### src/rtl/collision_pkg.sv
// Shared types for the collision scheduler.
//   box_t        : packed bounding box {y2, x2, y1, x1}, x1 at the LSBs
//   *_LSB        : bit offsets of each box field inside a packed box word
//   state_t      : scheduler FSM states
//   pair_event_t : indices of an overlapping object pair {a, b}
//   axis_overlap : strict 1-D interval overlap helper
package collision_pkg;

    localparam int unsigned POS_MAX = 11;
    localparam int unsigned COORD_W = POS_MAX + 1;

    localparam int unsigned X1_LSB = 0;
    localparam int unsigned Y1_LSB = COORD_W;
    localparam int unsigned X2_LSB = 2 * COORD_W;
    localparam int unsigned Y2_LSB = 3 * COORD_W;

    // Event index width; sized for up to 8 objects.
    localparam int unsigned MAX_IDX_W = 3;

    typedef logic [POS_MAX:0] coord_t;

    typedef struct packed {
        coord_t y2;
        coord_t x2;
        coord_t y1;
        coord_t x1;
    } box_t;

    typedef enum logic [2:0] {
        StIdle,
        StRdA,
        StRdB,
        StCmp,
        StEmit,
        StDone
    } state_t;

    typedef struct packed {
        logic [MAX_IDX_W-1:0] a;
        logic [MAX_IDX_W-1:0] b;
    } pair_event_t;

    // Strict overlap: shared edges are not an overlap.
    function automatic logic axis_overlap(coord_t a_lo, coord_t a_hi, coord_t b_lo, coord_t b_hi);
        return (a_lo < b_hi) && (a_hi > b_lo);
    endfunction

endpackage

### src/rtl/aabb_collision.sv
// Combinational axis-aligned bounding box overlap test (unsigned, strict).
//   box_a_i   : first box
//   box_b_i   : second box
//   overlap_o : 1 when the boxes overlap on both axes
module aabb_collision
    import collision_pkg::*;
(
    input  box_t box_a_i,
    input  box_t box_b_i,
    output logic overlap_o
);

    assign overlap_o = axis_overlap(box_a_i.x1, box_a_i.x2, box_b_i.x1, box_b_i.x2) &&
                       axis_overlap(box_a_i.y1, box_a_i.y2, box_b_i.y1, box_b_i.y2);

endmodule

### src/rtl/collision_scheduler.sv
// Walks every unordered object pair (i<j) once per scan, fetching boxes from the
// object attribute RAM (1-cycle read latency) and testing them with one shared
// AABB comparator. Overlapping enabled pairs are emitted on a valid/ready event
// port and accumulated into a per-object hit mask.
//   clk, rst     : clock, asynchronous active-high reset
//   start        : begins a scan when idle
//   obj_enable   : per-object enable, captured when a scan starts
//   rd_addr      : RAM read address
//   rd_data      : box read at the previous cycle's address
//   hit_valid    : overlapping pair presented on hit_a/hit_b (hit_a < hit_b)
//   hit_ready    : consumer accepts the pair
//   hit_mask     : objects that hit anything during this scan
//   busy         : scan in progress
//   done         : one-cycle pulse at the end of a scan
module collision_scheduler
    import collision_pkg::*;
#(
    parameter int unsigned NUM_OBJ          = 8,
    parameter int unsigned POSITION_REG_MAX = 11,
    localparam int unsigned IDX_W           = $clog2(NUM_OBJ),
    localparam int unsigned BOX_W           = 4 * (POSITION_REG_MAX + 1)
) (
    input  logic               clk,
    input  logic               rst,
    input  logic               start,
    input  logic [NUM_OBJ-1:0] obj_enable,
    output logic [IDX_W-1:0]   rd_addr,
    input  logic [BOX_W-1:0]   rd_data,
    output logic               hit_valid,
    output logic [IDX_W-1:0]   hit_a,
    output logic [IDX_W-1:0]   hit_b,
    input  logic               hit_ready,
    output logic [NUM_OBJ-1:0] hit_mask,
    output logic               busy,
    output logic               done
);

    localparam logic [IDX_W-1:0] LAST_J = IDX_W'(NUM_OBJ - 1);
    localparam logic [IDX_W-1:0] LAST_I = IDX_W'(NUM_OBJ - 2);

    state_t               state_q, state_d;
    logic [IDX_W-1:0]     i_q, i_d;
    logic [IDX_W-1:0]     j_q, j_d;
    logic [NUM_OBJ-1:0]   en_q, en_d;
    logic [NUM_OBJ-1:0]   mask_q, mask_d;
    box_t                 box_a_q, box_a_d;
    logic                 load_a_q, load_a_d;
    pair_event_t          hit_q, hit_d;
    logic                 busy_q, busy_d;
    logic                 done_q, done_d;
    logic                 hit_valid_q, hit_valid_d;
    logic [IDX_W-1:0]     rd_addr_q, rd_addr_d;

    box_t                 rd_box;
    logic                 overlap;
    logic                 pair_hit;
    logic                 advance;

    always_comb begin
        rd_box.x1 = rd_data[X1_LSB +: COORD_W];
        rd_box.y1 = rd_data[Y1_LSB +: COORD_W];
        rd_box.x2 = rd_data[X2_LSB +: COORD_W];
        rd_box.y2 = rd_data[Y2_LSB +: COORD_W];
    end

    // In CMP, box_a_q holds object i and rd_data carries object j.
    aabb_collision u_aabb (
        .box_a_i   (box_a_q),
        .box_b_i   (rd_box),
        .overlap_o (overlap)
    );

    // Disabled objects are still compared so scan timing never depends on enables.
    assign pair_hit = overlap && en_q[i_q] && en_q[j_q];

    always_comb begin
        state_d  = state_q;
        i_d      = i_q;
        j_d      = j_q;
        en_d     = en_q;
        mask_d   = mask_q;
        box_a_d  = box_a_q;
        load_a_d = 1'b0;
        hit_d    = hit_q;
        advance  = 1'b0;

        unique case (state_q)
            StIdle: begin
                if (start) begin
                    i_d     = '0;
                    j_d     = IDX_W'(1);
                    mask_d  = '0;
                    en_d    = obj_enable;
                    state_d = StRdA;
                end
            end
            StRdA: begin
                load_a_d = 1'b1;
                state_d  = StRdB;
            end
            StRdB: begin
                // Only the RD_B right after RD_A sees object i on rd_data; later
                // RD_B cycles in the same row reuse the stored box.
                if (load_a_q) begin
                    box_a_d = rd_box;
                end
                state_d = StCmp;
            end
            StCmp: begin
                if (pair_hit) begin
                    hit_d.a = MAX_IDX_W'(i_q);
                    hit_d.b = MAX_IDX_W'(j_q);
                    mask_d  = mask_q | (NUM_OBJ'(1) << i_q) | (NUM_OBJ'(1) << j_q);
                    state_d = StEmit;
                end else begin
                    advance = 1'b1;
                end
            end
            StEmit: begin
                if (hit_ready) begin
                    advance = 1'b1;
                end
            end
            StDone: begin
                state_d = StIdle;
            end
            default: begin
                state_d = StIdle;
            end
        endcase

        if (advance) begin
            if (j_q < LAST_J) begin
                j_d     = j_q + IDX_W'(1);
                state_d = StRdB;
            end else if (i_q < LAST_I) begin
                i_d     = i_q + IDX_W'(1);
                j_d     = i_q + IDX_W'(2);
                state_d = StRdA;
            end else begin
                state_d = StDone;
            end
        end
    end

    // Outputs are registered from the next state so they line up with it.
    always_comb begin
        busy_d      = (state_d != StIdle);
        done_d      = (state_d == StDone);
        hit_valid_d = (state_d == StEmit);
        unique case (state_d)
            StRdA:        rd_addr_d = i_d;
            StRdB, StCmp: rd_addr_d = j_d;
            default:      rd_addr_d = '0;
        endcase
    end

    always_ff @(posedge clk or posedge rst) begin
        if (rst) begin
            state_q     <= StIdle;
            i_q         <= '0;
            j_q         <= '0;
            en_q        <= '0;
            mask_q      <= '0;
            box_a_q     <= '0;
            load_a_q    <= 1'b0;
            hit_q       <= '0;
            busy_q      <= 1'b0;
            done_q      <= 1'b0;
            hit_valid_q <= 1'b0;
            rd_addr_q   <= '0;
        end else begin
            state_q     <= state_d;
            i_q         <= i_d;
            j_q         <= j_d;
            en_q        <= en_d;
            mask_q      <= mask_d;
            box_a_q     <= box_a_d;
            load_a_q    <= load_a_d;
            hit_q       <= hit_d;
            busy_q      <= busy_d;
            done_q      <= done_d;
            hit_valid_q <= hit_valid_d;
            rd_addr_q   <= rd_addr_d;
        end
    end

    assign rd_addr   = rd_addr_q;
    assign hit_valid = hit_valid_q;
    assign hit_a     = hit_q.a[IDX_W-1:0];
    assign hit_b     = hit_q.b[IDX_W-1:0];
    assign hit_mask  = mask_q;
    assign busy      = busy_q;
    assign done      = done_q;

endmodule

### config.mk
export PLATFORM = sky130hd
export DESIGN_NAME = collision_scheduler
export DESIGN_NICKNAME = d
export VERILOG_FILES = /design/src/rtl/collision_pkg.sv /design/src/rtl/aabb_collision.sv /design/src/rtl/collision_scheduler.sv
export SDC_FILE = /design/constraint.sdc
export NUM_CORES = 1
export LEC_CHECK = 0
export ABC_AREA = 0
export CAP_MARGIN = 20
export CORE_UTILIZATION = 49
export CTS_BUF_LIST = sky130_fd_sc_hd__clkbuf_4 sky130_fd_sc_hd__clkbuf_8
export DETAILED_ROUTE_END_ITERATION = 10
export PLACE_DENSITY = 0.86
export SYNTH_ARGS = -nofsm -noshare
export SYNTH_HDL_FRONTEND = slang
export SYNTH_SLANG_ARGS = --single-unit
### constraint.sdc
create_clock -name clk -period 2.95 [get_ports clk]
set_input_delay 0.885 -clock clk [delete_from_list [all_inputs] [get_ports clk]]
set_output_delay 0.885 -clock clk [all_outputs]
set_load 0.005 [all_outputs]
* Yosys cells after proc, flatten, opt, wreduce, memory -nomap -nowiden
Cells that the tools add are included.
** Storage, ports and cells
- Bits in registers :: 86
- Bits in latches :: 0
- Memory bits (writable) :: 0
- Bits in read-only memories :: 0
- Input port bits :: 60
- Output and inout port bits :: 20
- Word-level logic and storage cells :: 83
- Memories kept :: 0
** Cells by class
- Add/sub/neg operators :: 3
- $mul :: 0
- Div/mod/pow operators :: 0
- $lt $le $gt $ge :: 8
- Eq/ne operators :: 11
- Shifts and indexed selects :: 2
- Mux-type cells :: 28
- Bitwise logic cells :: 2
- Reduce and logical (&&, ||, !) cells :: 13
** Operators by type and width (count)
- $mux W3 :: 15
- $gt A12 B12 Y1 :: 2
- $lt A12 B12 Y1 :: 2
- $mux W8 :: 2
- $or A8 B8 Y8 :: 2
- $pmux W8 S2 :: 1
- $shl A1 B3 Y8 const A :: 2
- $pmux W3 S5 :: 1
- $eq A3 B2 Y1 const B :: 4
- $eq A3 B3 Y1 const B :: 3
- $lt A3 B4 Y1 const B :: 2
- $add A3 B1 Y3 const B :: 2
- $bmux W1 S3 :: 2
- $eq A3 B1 Y1 const B :: 2
- $lt A3 B3 Y1 const B :: 2
- $pmux W3 S2 :: 1
- $reduce_and A2 Y1 :: 3
- $logic_and A1 B1 Y1 :: 5
- $mux W1 :: 5
- $ne A2 B2 Y1 const B :: 2
- $add A3 B2 Y3 const B :: 1
- $logic_not A3 Y1 :: 1
- $reduce_and A3 Y1 :: 1
- $reduce_bool A3 Y1 :: 1
- 3 further kinds :: 3

* Depth between registers and ports, before layout
Gate-level depths: netlist (run 1).
- Depth in word-level cells :: 11
- Mapped depth :: 12
- Depth with buffers taken out :: 10

* Hierarchy
A second synthesis (run 1) with hierarchy kept.
** Second synthesis, totals
- Cells, all modules :: 456
- Area, all modules :: 4898.4 µm²
** By module, submodules not included
- collision_scheduler :: times used 1, cells each 297, area each 3753.6 µm², sequential area each 2152.1 µm²
- aabb_collision :: times used 1, cells each 159, area each 1144.8 µm², sequential area each 0.0 µm²

* Worst setup path after synthesis (run 1)
Ideal clock, no wire load.
- Path kind :: input -> register
- From :: input rd_data[22]
- To :: register i_q[1]
- Setup time :: 0.125 ns
- Data arrival time :: 3.152 ns
- Required time :: 2.825 ns
- Setup slack :: -0.327 ns
- Stages on the path :: 12
- Path buffers :: 2
- Path through :: inv_1 > ha_1 > nand4_1 > nor3_1 > nor4_1 > o2111ai_1 > or4_1 > buf_2 > a21oi_4 > or3_1 > clkbuf_2 > mux2_2
** Between the ends
- Cells in the longest elaborated chain, start to end :: 8
** Ends and longest elaborated chain
- start: declaration :: RTL line collision_scheduler.sv:28 : input logic [BOX_W-1:0] rd_data,
- $gt A12 B12 Y1 :: RTL line collision_pkg.sv:45 : return (a_lo < b_hi) && (a_hi > b_lo);
- $logic_and A1 B1 Y1 :: RTL line collision_pkg.sv:45
- $logic_and A1 B1 Y1 :: RTL line aabb_collision.sv:13 : assign overlap_o = axis_overlap(box_a_i.x1, box_a_i.x2, box_b_i.x1, box_b_i.x2) &&
- $logic_and A1 B1 Y1 (2 in series) :: RTL line collision_scheduler.sv:74 : assign pair_hit = overlap && en_q[i_q] && en_q[j_q];
- $mux W1 :: RTL line collision_scheduler.sv:110 : if (pair_hit) begin
- $pmux W1 S2 :: RTL line collision_scheduler.sv:87 : unique case (state_q)
- $mux W3 :: RTL line collision_scheduler.sv:132 : if (advance) begin
- named net i_d[1] :: RTL line collision_scheduler.sv:42 : logic [IDX_W-1:0] i_q, i_d;
- end signal: assignment :: RTL line collision_scheduler.sv:174 : i_q <= i_d;
- end: declaration :: RTL line collision_scheduler.sv:42
The timed path passes the listed nets, and every way through them passes these cells.
A chain may end at the register's enable or synchronous reset.

* Worst setup path in the final report (run 1)
- From :: input rd_data[20]
- To :: register rd_addr_q[0], in the netlist rd_addr[0]
** Between the ends
- Elaborated cells between the ends (all ways) :: 17
- Those cells by class :: order compare: 1; eq/ne: 3; mux: 8; reduce/logical: 5
** RTL lines
- $gt A12 B12 Y1 :: RTL line collision_pkg.sv:45
- $logic_and A1 B1 Y1 :: RTL line collision_pkg.sv:45
- $logic_and A1 B1 Y1 :: RTL line aabb_collision.sv:13
- $logic_and A1 B1 Y1 (2 in series) :: RTL line collision_scheduler.sv:74
- $mux W1 :: RTL line collision_scheduler.sv:110
- $pmux W1 S2 :: RTL line collision_scheduler.sv:87
- $mux W3 :: RTL line collision_scheduler.sv:132
- named net j_d[0] :: RTL line collision_scheduler.sv:43 : logic [IDX_W-1:0] j_q, j_d;
- $pmux W3 S2 :: RTL line collision_scheduler.sv:151 : unique case (state_d)
- named net rd_addr_d[0] :: RTL line collision_scheduler.sv:52 : logic [IDX_W-1:0] rd_addr_q, rd_addr_d;
- end signal: assignment :: RTL line collision_scheduler.sv:184 : rd_addr_q <= rd_addr_d;
- end: declaration :: RTL line collision_scheduler.sv:52
The timed path passes the listed nets, and every way through them passes these cells.

==> results.cfg, run 1 <==
[outcome]
status = finished, violations left
violations = negative setup slack

[floorplan]
pin_count = 80
die_area_um2 = 10300
rows = 35
die_x_um = 102
initial_core_util_pct = 51.6
coreArea_um2 = 9420
die_h_um = 102

[route]
detail_route.wl_per_cell_um = 19.8
drtIter0Drc = 154
drc = 0
wl_mm = 14.1
vias_per_cell = 5.69
vias = 4062
antenna_left = 0
drtPass1Iterations = 5

[yosys]
synth_edf_count = 0
synthesis.area_um2 = 4860
synth_top_flop_cell = dfrtp_1
synth_area_leader_cell = dfrtp_1
syn_avg_cell_area_um2 = 10.5
synth_nets = 582
synth_warnings = 0
ys_seq_area_share_pct = 44.3
netlist_instances = 463
synth_seq_cells = 86
synth_cell_types = 46
synthArstFlopShare_pct = 100
synth.area.top_cells = dfrtp_1 (44%), ha_1 (15%), mux2_2 (13%), inv_1 (4.8%), nand2_1 (3.1%)
yosys.area.top_type_share_pct = 44.3

[power]
total_leakage_power_nw = 3.13
powerDensity_nw_per_um2 = 897
ir_worst_vdd_uv = 434

[worst_setup_path]
cp.required_ns = 3.19
cp_common_cell = buf_4
critPathArrivalTime_ns = 3.38
crit_chain = buf_2 -> inv_2 -> ha_4 -> nand4_1 -> buf_4 -> a21oi_4 -> a2111oi_2 -> buf_4 -> or4_4 -> and2_4 -> o32a_1 -> a22o_1
slowest_delay_ns = 0.54
critical_path.slowest_cell = or4_4
path_max_fanout = 5
critPathLaunchType = primary input
cp-end-kind = register
critPathKind = primary input to register

[placement]
gp_congestion = 0.903
place_ws_ns = -1.03
placed_cells = 685
io_buffers = 79
place_hpwl_mm = 8.44

[timing]
grt_setup_unrepaired = true
finClkSkew_ns = 0.0149
hold_viol = 0
period_minus_slack_ns = 3.14
finalMaxSlewViolations = 0
fin_ws_ns = -0.186
relSlewSlack_pct = 58.2
hold_slack_ns = 0.497
finalCritPeriodShare_pct = 106
tightest_slew_ns = 0.627
setup_violations = 18
fmax_mhz = 319

[grt]
grt_pass1_vias = 4482
grt_first_pass_wirelength_mm = 22.6
track_usage_pct = 29.3
antenna_found_initial = 0
grt_max_degree = 87
gr-total-overflow = 0

[clock_network]
insertion_delay_ns = 0.36
cts_buffer_depth = 2
h-tree-depth = 3
cts_tree = yes
holdBufCountCts = 0
cts_root_buffer = clkbuf_8
cts_sinks = 86
clk_pin_slew_worst_paths_ns = 0.08
cts_made_buffers = 9

[worst_hold_path]
hold_path_class = register to register

[layout]
drive_gt1_share_pct = 44.1
largest_register = box_a_q
area_delta_synth_final_pct = 40.7
antenna_cells = 0
final_nets = 699
stdcell_count = 714
largest_register_ffs = 48

[flow_run]
cap_violations = 0
-- metrics by stage --
stage,util [%],instance area (um^2),power [W],TNS [ns]
final,72.6,6840,0.00613,-1.92
after global routing,72.6,6840,0.00649,-2.64
after CTS,72.5,6830,0.00588,-0.118
after detailed placement,64.1,6040,0.00428,-23.46
after global placement,64.1,6040,0.00416,-22.58
after floorplan,-,4910,0.00341,-0.844
-- per-layer routing --
| layer | share of wire [%] | up-vias | GRT usage (%) |
|---|---|---|---|
| li1 | - | 1849 | - |
| met1 | 39 | 2007 | 31.9 |
| met2 | 52 | 151 | 52.3 |
| met3 | 5.2 | 55 | 7.11 |
| met4 | 4.5 | 0 | 15.8 |
| met5 | 0 | - | 0 |
-- path summary, 6_finish.rpt --
path,startpoint,endpoint,slack [ns],cells past startpoint
worst max-delay path,rd_data[20],rd_addr[0]$_DFF_PP0_,-0.19,12
worst min-delay path,en_q[0]$_DFFE_PP0P_,en_q[0]$_DFFE_PP0P_,0.50,2
worst max register to register,box_a_q[47]$_DFFE_PP0P_,rd_addr[0]$_DFF_PP0_,0.02,10
worst min register to register,en_q[0]$_DFFE_PP0P_,en_q[0]$_DFFE_PP0P_,0.50,2
max in group asynchronous,rst,hit_mask[5]$_DFFE_PP0P_,1.56,3
min in group asynchronous,rst,box_a_q[1]$_DFFE_PP0P_,0.97,3
-- cell usage in the layout (no fill, tap or decap), types with 4 or more instances in the layout --
cell type	count
a21o_1	5
a21oi_1	20
a21oi_4	5
a31oi_1	4
buf_2	29
buf_4	39
buf_6	7
clkbuf_8	10
clkdlybuf4s50_1	32
dfrtp_1	86
dlygate4sd2_1	6
ha_1	22
ha_4	34
inv_1	25
inv_2	32
mux2_2	53
mux2i_1	5
nand2_1	38
nand3_1	6
nand4_1	10
nor2_1	17
nor2b_1	4
o211ai_1	4
o21ai_0	6
o22ai_1	9
-- worst max-delay path, delay by kind of cell --
family                   cells  cell delay [ns]
adder cells (fa/ha/maj)      1             0.25
AO/OA/AOI/OAI                4             0.77
AND/OR/NAND/NOR              3             0.94
buffers and inverters        4             0.54
-- cells in the mapped netlist, drive strengths merged, types with 2 or more instances --
library cell / instances
clkbuf: 10
inv: 62
nand3: 6
o31ai: 2
or3: 2
o211ai: 4
nor3: 8
ha: 59
nor3b: 3
mux2: 55
a2111oi: 5
o21ai: 9
a22o: 3
dfrtp: 86
buf: 5
a31oi: 4
nand4: 10
mux2i: 5
nor4: 2
and2: 2
a21o: 5
o22ai: 9
nor2b: 4
a211oi: 3
nor2: 20
a21oi: 27
nand2: 40
-- power by group --
| group | internal (W) | total (W) | switching, W |
|---|---|---|---|
| Clock | 0.000597 | 0.00104 | 0.000442 |
| Sequential | 0.00166 | 0.00214 | 0.000481 |
| Combinational | 0.00158 | 0.00296 | 0.00137 |
-- logic make-up after synthesis --
group,after synthesis,synth area share [%]
fa+ha+maj,59,15.2
flops,86,44.3
mux,60,13.8
compound gates,78,10.5
buf+inv,77,6.20
simple gates,103,10.1
-- area by class of cell --
cell class | instances | area (um^2)
Timing Repair Buffer | 121 | 987
Inverter | 62 | 251
Sequential cell | 86 | 2150
Multi-Input combinational cell | 300 | 3030
Clock inverter | 5 | 106
Fill cell | 599 | 2580
Tap cell | 129 | 161
Clock buffer | 11 | 145
-- repair_timing --
action                                 4_1_cts  5_1_grt
gates resized for setup                    278       10
endpoints found under the hold margin        0        0
pin swaps                                   67       12
setup buffers                               11        2
setup endpoints to repair                   29       27
Note: power is estimated with default switching activity, not from simulation.
==> run 2: changes to the inputs <==
--- a/config.mk
+++ b/config.mk
@@ -7,6 +7,7 @@
 export LEC_CHECK = 0
 export ABC_AREA = 0
 export CAP_MARGIN = 20
+export CORE_MARGIN = 2
 export CORE_UTILIZATION = 49
 export CTS_BUF_LIST = sky130_fd_sc_hd__clkbuf_4 sky130_fd_sc_hd__clkbuf_8
 export DETAILED_ROUTE_END_ITERATION = 10
==> results.cfg, run 2 (synthesis gave the netlist of run 1 again) <==
[clock_network]
h-tree-depth = 3
cts_sinks = 86
clk_pin_slew_worst_paths_ns = 0.08
cts_root_buffer = clkbuf_8
cts_tree = yes
cts_made_buffers = 9
cts_buffer_depth = 2
insertion_delay_ns = 0.36

[route]
antenna_left = 0
drtIter0Drc = 253
vias = 4133
drc = 0
detail_route.wl_per_cell_um = 20.4
vias_per_cell = 5.77
drtPass1Iterations = 5
wl_mm = 14.6

[layout]
drive_gt1_share_pct = 44.3
nFillCells = 611
area_delta_synth_final_pct = 41.0
final_util_pct = 70.8
regArea_um2 = 2150
layout_commonest_cell = dfrtp_1
stdcell_count = 716
antenna_cells = 0
multi_input_area_um2 = 3060
largest_register = box_a_q
final_cell_mix = dfrtp_1 (86), mux2_2 (49), nand2_1 (39)
largest_register_ffs = 48
final_nets = 697

[placement]
gp_congestion = 0.939
io_buffers = 79
place_ws_ns = -0.996
place_hpwl_mm = 8.42
placed_cells = 683

[grt]
grt-busiest-layer = met2
grt_first_pass_wirelength_mm = 22.2
grt_pass1_vias = 4393
grt_use_met1_pct = 31.1
grt_max_degree = 87
grt_util_met3_pct = 4.72
gr-total-overflow = 0
grt_util_met2_pct = 45.9
antenna_found_initial = 0
track_usage_pct = 25.9

[timing]
setup_violations = 20
finalMaxSlewViolations = 0
grt_setup_unrepaired = true
finalCritPeriodShare_pct = 106
fmax_mhz = 320
relSlewSlack_pct = 58.2
fin_ws_ns = -0.173
hold_viol = 0
finClkSkew_ns = 0.0108
tightest_slew_ns = 0.627
period_minus_slack_ns = 3.12
fin_tns_setup_ns = -1.70

[floorplan]
initial_core_util_pct = 50.2
die_x_um = 104
die_h_um = 104
die_area_um2 = 10700
pin_count = 80
rows = 36
coreArea_um2 = 9680

[worst_setup_path]
critical_path.slowest_cell = or4_4
critPathArrivalTime_ns = 3.37
cp-end-kind = register
critPathLaunchType = primary input
cp_common_cell = buf_4
critPathKind = primary input to register
crit_chain = buf_2 -> inv_1 -> ha_4 -> nand4_1 -> buf_4 -> buf_4 -> a21oi_4 -> a2111oi_4 -> or4_4 -> buf_6 -> and2_4 -> o32a_1 -> a22o_1
cp_num_buf_inv = 5
path_max_fanout = 5
cp_top_family = simple AND/OR/NAND/NOR gates
cp.required_ns = 3.20
slowest_delay_ns = 0.59

[flow_run]
cap_violations = 0

[worst_hold_path]
hold_path_class = register to register

[outcome]
status = finished, violations left
violations = negative setup slack

[power]
comb_power_share_pct = 49.6
internal_power_w = 0.00366
powerDensity_nw_per_um2 = 868
total_leakage_power_nw = 3.09
netSwitchingFraction_pct = 38.5
power_switching_w = 0.00229
ir_worst_vdd_uv = 361
p_seq_share_pct = 36.1
clkPwrFrac_pct = 14.3
[run 2: cell count changes in the layout (fill, tap and decap cells not counted), moves of 4 or more]
cell and delta:
mux2_2 -4, mux2_4 +4, inv_2 -4, a21oi_1 -5
buf_2 -6, buf_6 +8, a21oi_2 +7
[run 2: final cells by class]
type	instances	share of cell area, %
clock buffers	12	2.14
clock inverters	4	0.694
inverters	62	3.71
multi-input cells	300	44.7
flip-flops and latches	86	31.4
well taps	133	2.43
repair buffers	119	15.0
[run 2: what timing repair did]
item,in CTS,in global routing
gates resized for setup,269,41
pin swaps,67,27
endpoints found under the setup margin,29,25
hold endpoints to repair,0,0
buffers inserted,10,8
hold buffers,0,0
[run 2: path summary, 6_finish.rpt]
path / from / endpoint / slack [ns] / cells after the start
setup / recovery: rd_data[8] / rd_addr[0]$_DFF_PP0_ / -0.17 / 13
hold / removal: en_q[0]$_DFFE_PP0P_ / en_q[0]$_DFFE_PP0P_ / 0.50 / 2
setup reg to reg: box_a_q[19]$_DFFE_PP0P_ / rd_addr[0]$_DFF_PP0_ / 0.05 / 10
hold reg to reg: en_q[0]$_DFFE_PP0P_ / en_q[0]$_DFFE_PP0P_ / 0.50 / 2
max in group asynchronous: rst / done$_DFF_PP0_ / 1.57 / 3
min in group asynchronous: rst / box_a_q[27]$_DFFE_PP0P_ / 0.96 / 3
[run 2: power by group through the flow]
stage / Combinational (W) / Sequential [W] / Clock [W]
3_3_place_gp: 0.00209 / 0.00199 / 0
6_report: 0.00295 / 0.00215 / 0.000852
4_1_cts: 0.00255 / 0.00211 / 0.000850
3_5_place_dp: 0.00220 / 0.00203 / 0
2_1_floorplan: 0.00151 / 0.00190 / 0
5_1_grt: 0.00316 / 0.00221 / 0.000916
[run 2: per-stage QoR]
step | instance area [um^2] | total power (W) | hold WS, ns
6_report | 6860 | 0.00595 | 0.500
3_5_place_dp | 6000 | 0.00423 | 0.486
2_1_floorplan | 4910 | 0.00341 | 0.452
4_1_cts | 6630 | 0.00551 | 0.505
3_3_place_gp | 6000 | 0.00409 | 0.482
5_1_grt | 6860 | 0.00629 | 0.533
[run 2: worst reg2reg max path: cells and delay by family (launching register included)]
family | cells | cell delay (ns)
AO/OA/AOI/OAI | 3 | 0.64
adder cells (fa/ha/maj) | 1 | 0.24
buffers and inverters | 1 | 0.16
flip-flops | 1 | 0.43
AND/OR/NAND/NOR | 5 | 1.32
[run 2: layer usage]
layer / share of wire, % / wire length [um] / up-vias
met2: 52 / 7560 / 194
li1: - / - / 1855
met1: 39 / 5640 / 2028
met5: 0 / 0 / -
met4: 3.6 / 531 / 0
met3: 5.9 / 862 / 56
